==> config.mk <==
export PLATFORM = sky130hd
export DESIGN_NAME = piso_shift_register_flat
export DESIGN_NICKNAME = d
export VERILOG_FILES = /design/src/rtl/piso_pkg.sv /design/src/rtl/piso_shift_register_if.sv /design/src/rtl/piso_shift_register.sv /design/src/flat_wrapper.sv
export SDC_FILE = /design/constraint.sdc
export NUM_CORES = 1
export LEC_CHECK = 0
export BUFFER_PORTS_ARGS = -buffer_cell sky130_fd_sc_hd__buf_2
export CAP_MARGIN = 10
export CORE_AREA = 3 3 40 42
export DETAILED_ROUTE_END_ITERATION = 10
export DIE_AREA = 0 0 43 45
export GPL_TIMING_DRIVEN = 0
export PLACE_DENSITY = 0.66
export SYNTH_ARGS = -nofsm -noshare
export SYNTH_HDL_FRONTEND = slang
export SYNTH_SLANG_ARGS = --single-unit
==> constraint.sdc <==
create_clock -name clk -period 1.2 [get_ports clk]
set_input_delay 0.3 -clock clk [delete_from_list [all_inputs] [get_ports clk]]
set_output_delay 0.3 -clock clk [all_outputs]
set_load 0.05 [all_outputs]
==> src/rtl/piso_pkg.sv <==
// Shared constants for the parallel-in, serial-out shifter: FSM state codes and shift direction.
package piso_pkg;

    localparam logic ST_IDLE   = 1'b0;
    localparam logic ST_SHIFT  = 1'b1;

    localparam logic DIR_LEFT  = 1'b0;
    localparam logic DIR_RIGHT = 1'b1;

endpackage

==> src/rtl/piso_shift_register_if.sv <==
// Load-side and serial-side handshake bundle of the PISO shifter.
interface piso_shift_register_if #(
    parameter int unsigned N = 4
);

    logic         load_valid;
    logic         load_ready;
    logic [N-1:0] load_data;
    logic         left_right_mode;
    logic         serial_valid;
    logic         serial_ready;
    logic         serial_out;
    logic         serial_last;
    logic         busy;

    // The shifter itself.
    modport slave (
        input  load_valid,
        input  load_data,
        input  left_right_mode,
        input  serial_ready,
        output load_ready,
        output serial_valid,
        output serial_out,
        output serial_last,
        output busy
    );

    // Word producer and serial consumer.
    modport master (
        output load_valid,
        output load_data,
        output left_right_mode,
        output serial_ready,
        input  load_ready,
        input  serial_valid,
        input  serial_out,
        input  serial_last,
        input  busy
    );

endinterface

==> src/rtl/piso_shift_register.sv <==
// Parallel-in, serial-out shifter: loads an N-bit word over valid/ready and emits it one bit
// per accepted serial transfer, MSB-first or LSB-first as chosen at load time.
module piso_shift_register
    import piso_pkg::*;
#(
    parameter int unsigned N = 4
) (
    input logic                  clk,
    input logic                  reset,
    piso_shift_register_if.slave bus
);

    localparam int unsigned CntW = $clog2(N + 1);

    logic            state_q, state_d;
    logic [N-1:0]    shift_reg_q, shift_reg_d;
    logic            dir_q, dir_d;
    logic [CntW-1:0] bit_cnt_q, bit_cnt_d;
    logic            in_shift;
    logic            xfer;

    assign in_shift = (state_q == ST_SHIFT);
    assign xfer     = in_shift && bus.serial_ready;

    // Outputs decode from registered state only; serial_ready never reaches them.
    always_comb begin
        bus.load_ready   = !in_shift;
        bus.busy         = in_shift;
        bus.serial_valid = in_shift;
        bus.serial_last  = in_shift && (bit_cnt_q == CntW'(1));
        bus.serial_out   = in_shift &&
                           ((dir_q == DIR_RIGHT) ? shift_reg_q[0] : shift_reg_q[N-1]);
    end

    always_comb begin
        state_d     = state_q;
        shift_reg_d = shift_reg_q;
        dir_d       = dir_q;
        bit_cnt_d   = bit_cnt_q;
        unique case (state_q)
            ST_IDLE: begin
                if (bus.load_valid) begin
                    shift_reg_d = bus.load_data;
                    dir_d       = bus.left_right_mode;
                    bit_cnt_d   = CntW'(N);
                    state_d     = ST_SHIFT;
                end
            end
            ST_SHIFT: begin
                if (xfer) begin
                    if (dir_q == DIR_LEFT) begin
                        shift_reg_d = {shift_reg_q[N-2:0], 1'b0};
                    end else begin
                        shift_reg_d = {1'b0, shift_reg_q[N-1:1]};
                    end
                    bit_cnt_d = bit_cnt_q - CntW'(1);
                    if (bit_cnt_q == CntW'(1)) begin
                        state_d = ST_IDLE;
                    end
                end
            end
            default: state_d = ST_IDLE;
        endcase
    end

    always_ff @(posedge clk) begin
        if (reset) begin
            state_q     <= ST_IDLE;
            shift_reg_q <= '0;
            dir_q       <= DIR_LEFT;
            bit_cnt_q   <= '0;
        end else begin
            state_q     <= state_d;
            shift_reg_q <= shift_reg_d;
            dir_q       <= dir_d;
            bit_cnt_q   <= bit_cnt_d;
        end
    end

endmodule

==> src/flat_wrapper.sv <==
// flat-port wrapper written by rule: the top's interface ports become plain ports
module piso_shift_register_flat import piso_pkg::*;
#(
    parameter int unsigned N = 4
)
  (clk, reset, bus_load_valid, bus_load_data, bus_left_right_mode, bus_serial_ready, bus_load_ready, bus_serial_valid, bus_serial_out, bus_serial_last, bus_busy);
  piso_shift_register_if #(.N(N)) bus_i ();
  input logic clk;
  input logic reset;
  input wire logic [$bits(bus_i.load_valid)-1:0] bus_load_valid;
  input wire logic [$bits(bus_i.load_data)-1:0] bus_load_data;
  input wire logic [$bits(bus_i.left_right_mode)-1:0] bus_left_right_mode;
  input wire logic [$bits(bus_i.serial_ready)-1:0] bus_serial_ready;
  output wire logic [$bits(bus_i.load_ready)-1:0] bus_load_ready;
  output wire logic [$bits(bus_i.serial_valid)-1:0] bus_serial_valid;
  output wire logic [$bits(bus_i.serial_out)-1:0] bus_serial_out;
  output wire logic [$bits(bus_i.serial_last)-1:0] bus_serial_last;
  output wire logic [$bits(bus_i.busy)-1:0] bus_busy;
  assign bus_i.load_valid = bus_load_valid;
  assign bus_i.load_data = bus_load_data;
  assign bus_i.left_right_mode = bus_left_right_mode;
  assign bus_i.serial_ready = bus_serial_ready;
  assign bus_load_ready = bus_i.load_ready;
  assign bus_serial_valid = bus_i.serial_valid;
  assign bus_serial_out = bus_i.serial_out;
  assign bus_serial_last = bus_i.serial_last;
  assign bus_busy = bus_i.busy;
  piso_shift_register #(.N(N)) u_core (.clk(clk), .reset(reset), .bus(bus_i));
endmodule
==> results of run 1 <==
[registers in the layout, summed over array words and instances, names as in the netlist]
| signal | count |
|---|---|
| u_core.shift_reg_q | 4 |
| u_core.bit_cnt_q | 3 |
| u_core.bus.busy | 1 |
| u_core.dir_q | 1 |
[area by class of cell]
type,instances,share of cell area (%)
multi-input combinational,33,41.4
sequential,9,25.7
timing repair buffer,18,20.9
clock buffer,4,3.51
buffer,3,3.01
inverter,5,3.01
tap,15,2.50
[power by group through the flow]
stage                     Sequential, mW  Combinational [mW]  Clock (mW)
after floorplan                    0.348               0.109           0
after global placement             0.342               0.149           0
after detailed placement           0.344               0.151           0
after CTS                          0.343               0.193       0.245
after global routing               0.344               0.225       0.260
final                              0.342               0.209       0.233
[worst register-to-register path, cell delays in order, from the launching register on]
cell and delay (ns):
dfxtp_4 0.37, buf_6 0.13, and2_4 0.14, buf_6 0.12
a32oi_1 0.18, a21oi_1 0.09
[repair_timing]
item	4_1_cts	5_1_grt
setup endpoints to repair	8	9
gates cloned	0	1
hold buffers	0	0
resized for setup	27	14
buffers inserted	3	3
pin swaps	5	7
[path summary, 6_finish.rpt]
check	slack, ns	cells after the start	start	to
setup / recovery	-0.18	3	u_core.dir_q$_SDFFE_PP0P_	bus_serial_out
hold / removal	0.27	3	bus_left_right_mode	u_core.dir_q$_SDFFE_PP0P_
setup reg to reg	0.04	5	u_core.bus.busy$_SDFF_PP0_	u_core.shift_reg_q[3]$_SDFFE_PP0P_
hold reg to reg	0.46	2	u_core.bit_cnt_q[1]$_SDFFE_PP0P_	u_core.bit_cnt_q[1]$_SDFFE_PP0P_
[synthesized netlist by cell type, drive strengths merged]
cell type	instances	share of area, %
a21oi	5	5.3
nor2b	1	1.3
mux2i	4	8.5
nand2	5	4.0
a311oi	2	5.0
dfxtp	9	38
a211oi	1	2.6
mux2	2	4.8
and3	1	1.6
inv	5	4.0
and2	1	1.3
clkbuf	2	2.1
buf	3	4.8
ha	2	5.3
nor2	4	3.2
a32oi	2	3.7
nand2b	1	1.3
a22oi	2	3.2
[cell families (layout without fill, tap and decap cells)]
group,after synthesis,in the layout
and+or+nand+nor,13,13
adders and majority gates,2,2
muxes,6,6
AOI/OAI and AO/OA,12,12
DFF,9,9
buffers and inverters,10,30
[layer usage]
layer  vias to the layer above  GRT usage (%)  share of wire (%)  wire length [µm]
met4                         0           1.81               0.59                 6
met1                       209           14.3                 42               435
li1                        217              -                  -                 -
met5                         -              0                  0                 0
met2                        14           18.9                 48               495
met3                         2           7.57                8.4                86
[placed cells by master (no fill, tap or decap), types with 3 or more instances in the layout]
cell type | netlist | routed
nand2_1 | 5 | 5
inv_1 | 5 | 3
buf_4 | 1 | 3
dfxtp_1 | 9 | 5
buf_2 | 0 | 8
a21oi_1 | 5 | 5
clkbuf_4 | 0 | 3
buf_8 | 0 | 3
nor2_1 | 4 | 3
buf_6 | 1 | 6
dfxtp_4 | 0 | 3
[stage by stage]
step | cells | total power, mW
floorplan | 52 | 0.457
global placement | 79 | 0.491
detailed placement | 79 | 0.495
CTS | 86 | 0.781
global route | 87 | 0.828
finish | 87 | 0.784
==> results by group, run 1 <==
Final layout
  • Nets: 84
  • Register area: slightly below 200 µm²
  • Layout Utilization: 58.3%
  • Fillcell total: approximately 110
  • Finished Cell Area: 749 µm²
  • Layout cell share with drive strength beyond 1: a little under three fifths
  • Area grow syn2layout: 58.5%
  • Multi-input logic area: 310 µm²
  • # diodes: 0

GRT
  • Total grt overflow: 0
  • GRT Resource Usage Total: roughly 12%
  • First-pass GRT wire length: 1680 µm
  • Initial antenna violation count: 0
  • Vias in the first global route: between 300 and 400
  • Largest net degree at the start of global routing: 10

Die
  • Die height: 45 µm
  • Core Area: between 1000 and 1500 µm²
  • Initial Util: 36.8%
  • Die area: 1940 µm²
  • Rows: 13
  • Die span in x: 43 µm
  • I/O pin count: 14

Synth
  • Post-synthesis cell count: between 50 and 60
  • Synth Area in Adders: 5.29%
  • Syn Area/Cell: roughly 9.1 µm²
  • Largest family of logic cells by synthesized area: compound AO/OA/AOI/OAI gates
  • Mapped Nets: 63
  • Yosys reg bits: 9
  • Synth Area in Compound Gates: 19.8%
  • Distinct cell type count after synthesis: 21
  • Multiplexer area fraction after synthesis: 13.2%
  • Sequential-to-total area share from yosys stat: around two fifths
  • Post-Synth XOR/XNOR Area: 0%
  • Synth Area in Simple Gates: around an eighth
  • Post-Syn Area: 473 µm²
  • Yosys warning count: 0

Clocking
  • CTS tree: built
  • Clock sinks: 9
  • Clk buf depth: 2
  • Clk root buf: clkbuf_4
  • Worst-Skew Late Latency: 0.26 ns
  • Reg clk slew, reported paths: 0.06 ns
  • CTS buffer count: 3
  • Htree depth: 1

Power and ir drop
  • Power per cell area: 1050 nW/µm²
  • Gate power share: 26.7%
  • Clock network fraction of total power: between 20 and 30%
  • Int Pwr: 0.551 mW
  • Sw frac: a little under 30%
  • Power share of the sequential group: 43.6%
  • Worst vdd ir: 0.000765 V
  • LEAKAGE: 0.288 nW
  • Switching power: 0.233 mW

Placement
  • Dpl hpwl: 708 µm
  • RePlAce Congestion: 0.768
  • Placement Cell Area: 567 µm²
  • Place WS: -0.131 ns
  • Number of buffers added on ports: 12

Timing
  • Hold Slack: 0.272 ns
  • Fmax: 726 MHz
  • Slew margin rel.: 73.1%
  • Min cycle time layout: 1.38 ns
  • Hold Fails Final Rpt: 0
  • Number of setup violations in the final report: 4
  • Fin crit share: 115%
  • Setup ws final: -0.177 ns
  • Fin. max-slew vios: 0
  • Setup TNS: -0.478 ns
  • Setup Skew: 0.00671 ns
  • RSZ-0062 raised after global routing: yes
  • Worst-Margin Slew: ~0.40 ns

Critical path
  • CP Buf/Inv Count: 1
  • CP Capture Type: output pin
  • Worst Path Required: ~0.90 ns
  • Largest stage delay on the critical path: 0.37 ns
  • Critical Path AT: 1.08 ns
  • Max stage delay cell, worst path: dfxtp_4
  • CP top delay family: flip-flops
  • Critical path cell sequence: mux2i_4 -> nor2_4 -> buf_8
  • CP Class: reg2out
  • Type of origin of the critical path: register
  • Crit path max fanout: 2

Route
  • Per-cell routed wire length: ~12 µm
  • DRT Pass-1 Iters: 4
  • DR DRC count: 0
  • DR vias: 442
  • Post-route ant nets: 0
  • DRT iter0 DRCs: 9
  • Final wirelength: 1020 µm
  • Vias/cell: 5.08

Hold path
  • Hold crit path type: in2reg

Outcome
  • Violated checks: setup timing
  • Result of the run: complete, but fails checks

Run
  • Maxcap violations: 0
Note: power is estimated with default switching activity, not from simulation.
==> inputs of run 2 (changes only) <==
Settings changed: SETUP_SLACK_MARGIN set to 0.02.
==> run 2 against run 1 <==
Sequential share of layout area fell by 0.87 points. Combinational power up 8%. Cell area increased by 3.5%. The run still ends with setup timing left. Power is 2.0% higher. Setup slack got worse by 0.0048 ns.
==> results by group, run 2 (same netlist as run 1, synthesis figures left out) <==
Timing
  • Min cycle time layout: 1.38 ns (+0.00481 ns)
  • Worst-Margin Slew: 0.431 ns (+0.0274 ns)
  • Fin crit share: 115% (+0.40 points)
  • Hold Slack: 0.300 ns (+0.0281 ns)
  • Fin. max-slew vios: 0 (unchanged)
  • Fmax: 724 MHz (-0.35%)
  • Setup ws final: -0.182 ns (-0.00481 ns)
  • RSZ-0062 raised after global routing: yes
  • Hold Fails Final Rpt: 0 (unchanged)
  • Slew margin rel.: 71.3% (-1.8 points)
  • Number of setup violations in the final report: 5 (+1)
  • Setup Skew: 0.00755 ns (+0.000847 ns)
  • Setup TNS: -0.594 ns (-0.116 ns)

Die
  • Core Area: 1280 µm² (unchanged)
  • Die area: 1940 µm² (unchanged)
  • Die height: 45 µm (unchanged)
  • Die span in x: 43 µm (unchanged)
  • I/O pin count: 14 (unchanged)
  • Rows: 13 (unchanged)
  • Initial Util: 36.8% (unchanged)

Clocking
  • Reg clk slew, reported paths: 0.06 ns (about the same)
  • Clk root buf: clkbuf_4
  • CTS tree: built
  • Htree depth: 1 (unchanged)
  • Hold buffer count at CTS: 0 (unchanged)
  • CTS buffer count: 3 (unchanged)
  • Clock sinks: 9 (unchanged)
  • Clk buf depth: 2 (unchanged)
  • Worst-Skew Late Latency: 0.26 ns (about the same)

Critical path
  • CP Buf/Inv Count: 1 (unchanged)
  • Crit path max fanout: 2 (unchanged)
  • CP Capture Type: output pin
  • Worst Path Required: 0.90 ns (about the same)
  • Max stage delay cell, worst path: dfxtp_4
  • Largest stage delay on the critical path: 0.37 ns (about the same)
  • Critical Path AT: 1.08 ns (about the same)
  • Critical path cell sequence: mux2i_4 -> nor2_4 -> buf_8
  • Type of origin of the critical path: register
  • CP Class: reg2out
  • CP top delay family: flip-flops

Final layout
  • Most frequent cells in the layout: 8 x buf_2, 6 x buf_6, 5 x nand2_1, 5 x buf_8, 5 x dfxtp_1
  • Leading cell type in the layout, fill and taps excluded: buf_2
  • Nets: 85 (+1.2%)
  • Layout cell share with drive strength beyond 1: 58.9% (+2.0 points)
  • Largest Register: u_core.shift_reg_q
  • Finished Cell Area: 776 µm² (+3.5%)
  • Register area: 193 µm² (unchanged)
  • Largest regs: u_core.shift_reg_q: 4 flops, u_core.bit_cnt_q: 3 flops
  • # diodes: 0 (unchanged)
  • Multi-input logic area: 314 µm² (+1.2%)
  • Area grow syn2layout: 64.0%
  • Max reg flops: 4 (unchanged)
  • Fillcell total: 107 (+1.9%)

GRT
  • First-pass GRT wire length: 1680 µm (unchanged)
  • Vias in the first global route: 372 (unchanged)
  • GRT Resource Usage Total: 12.0% (unchanged)
  • Initial antenna violation count: 0 (unchanged)
  • Largest net degree at the start of global routing: 10 (unchanged)
  • Total grt overflow: 0 (unchanged)

Route
  • DRT Pass-1 Iters: 4 (unchanged)
  • Metal-1 WL: 440 µm (+1.1%)
  • Post-route ant nets: 0 (unchanged)
  • DRT iter0 DRCs: 7 (-2)
  • Top Metal Used: met4
  • Vias/cell: 4.98 (-2.0%)
  • DR vias: 438 (-0.90%)
  • Final wirelength: 1110 µm (+8.7%)
  • Per-cell routed wire length: 12.6 µm (+7.5%)
  • DR DRC count: 0 (unchanged)
  • WL met3: 89 µm (+3.5%)
  • Met2 wire len: 576 µm (+16%)

Placement
  • Dpl hpwl: 708 µm (unchanged)
  • Placement Cell Area: 567 µm² (unchanged)
  • RePlAce Congestion: 0.768 (unchanged)
  • Number of buffers added on ports: 12 (unchanged)

Power and ir drop
  • LEAKAGE: 0.298 nW (+3.4%)
  • Worst vdd ir: 0.000774 V (+1.2%)
  • Power per cell area: 1030 nW/µm² (-1.5%)

Hold path
  • Hold crit path type: in2reg

Run
  • Maxcap violations: 0 (unchanged)

Outcome
  • Violated checks: setup timing
  • Result of the run: complete, but fails checks
-- run 2: cell count changes in the layout (fill, tap and decap cells not counted) --
cell     before  now
buf_8         3    5
a21oi_2       0    1
a21oi_1       5    4
buf_4         3    2
-- run 2: timing repair --
| item | in CTS | in global routing |
|---|---|---|
| gates resized for setup | 28 | 17 |
| endpoints found under the setup margin | 11 | 12 |
| pin swaps | 5 | 8 |
| setup buffers | 3 | 3 |
| cloned | 0 | 1 |
-- run 2: layout make-up --
cell class              instances  share of cell area, %
well taps                      15                   2.42
flip-flops and latches          9                   24.8
repair buffers                 18                   21.6
plain buffers                   4                   4.35
multi-input cells              33                   40.5
inverters                       5                   2.90
clock buffers                   4                   3.39
-- run 2: routing by layer --
metal / up-vias / track usage (%)
met1: 202 / 14.3
met4: 0 / 1.81
met2: 14 / 18.9
met3: 2 / 7.57
li1: 220 / -
met5: - / 0
-- run 2: worst paths after layout --
kind,start,end,slack (ns),cells after the start
max,u_core.dir_q$_SDFFE_PP0P_,bus_serial_out,-0.18,3
max reg2reg,u_core.bus.busy$_SDFF_PP0_,u_core.shift_reg_q[3]$_SDFFE_PP0P_,0.04,5
min,bus_left_right_mode,u_core.dir_q$_SDFFE_PP0P_,0.30,3
min reg2reg,u_core.bit_cnt_q[1]$_SDFFE_PP0P_,u_core.bit_cnt_q[1]$_SDFFE_PP0P_,0.48,2
-- run 2: power by group --
group          total [mW]  switching, mW  internal [mW]
registers           0.342         0.0245          0.317
clock network       0.233          0.105          0.128
logic               0.225          0.109          0.116
total               0.799          0.238          0.561
-- run 2: worst reg2reg max path: cells and delay by family (launching register included) --
family / cells / cell delay (ns)
compound gates: 2 / 0.28
buf+inv: 2 / 0.25
simple gates: 1 / 0.14
flops: 1 / 0.37
-- run 2: through the flow --
stage	util (%)	total power, mW	cells	worst slack [ns]
2_1_floorplan	-	0.457	52	-0.237
3_3_place_gp	44.1	0.491	79	-0.121
3_5_place_dp	44.1	0.495	79	-0.131
4_1_cts	55.7	0.783	86	-0.241
5_1_grt	60.4	0.847	88	-0.227
6_report	60.4	0.799	88	-0.182
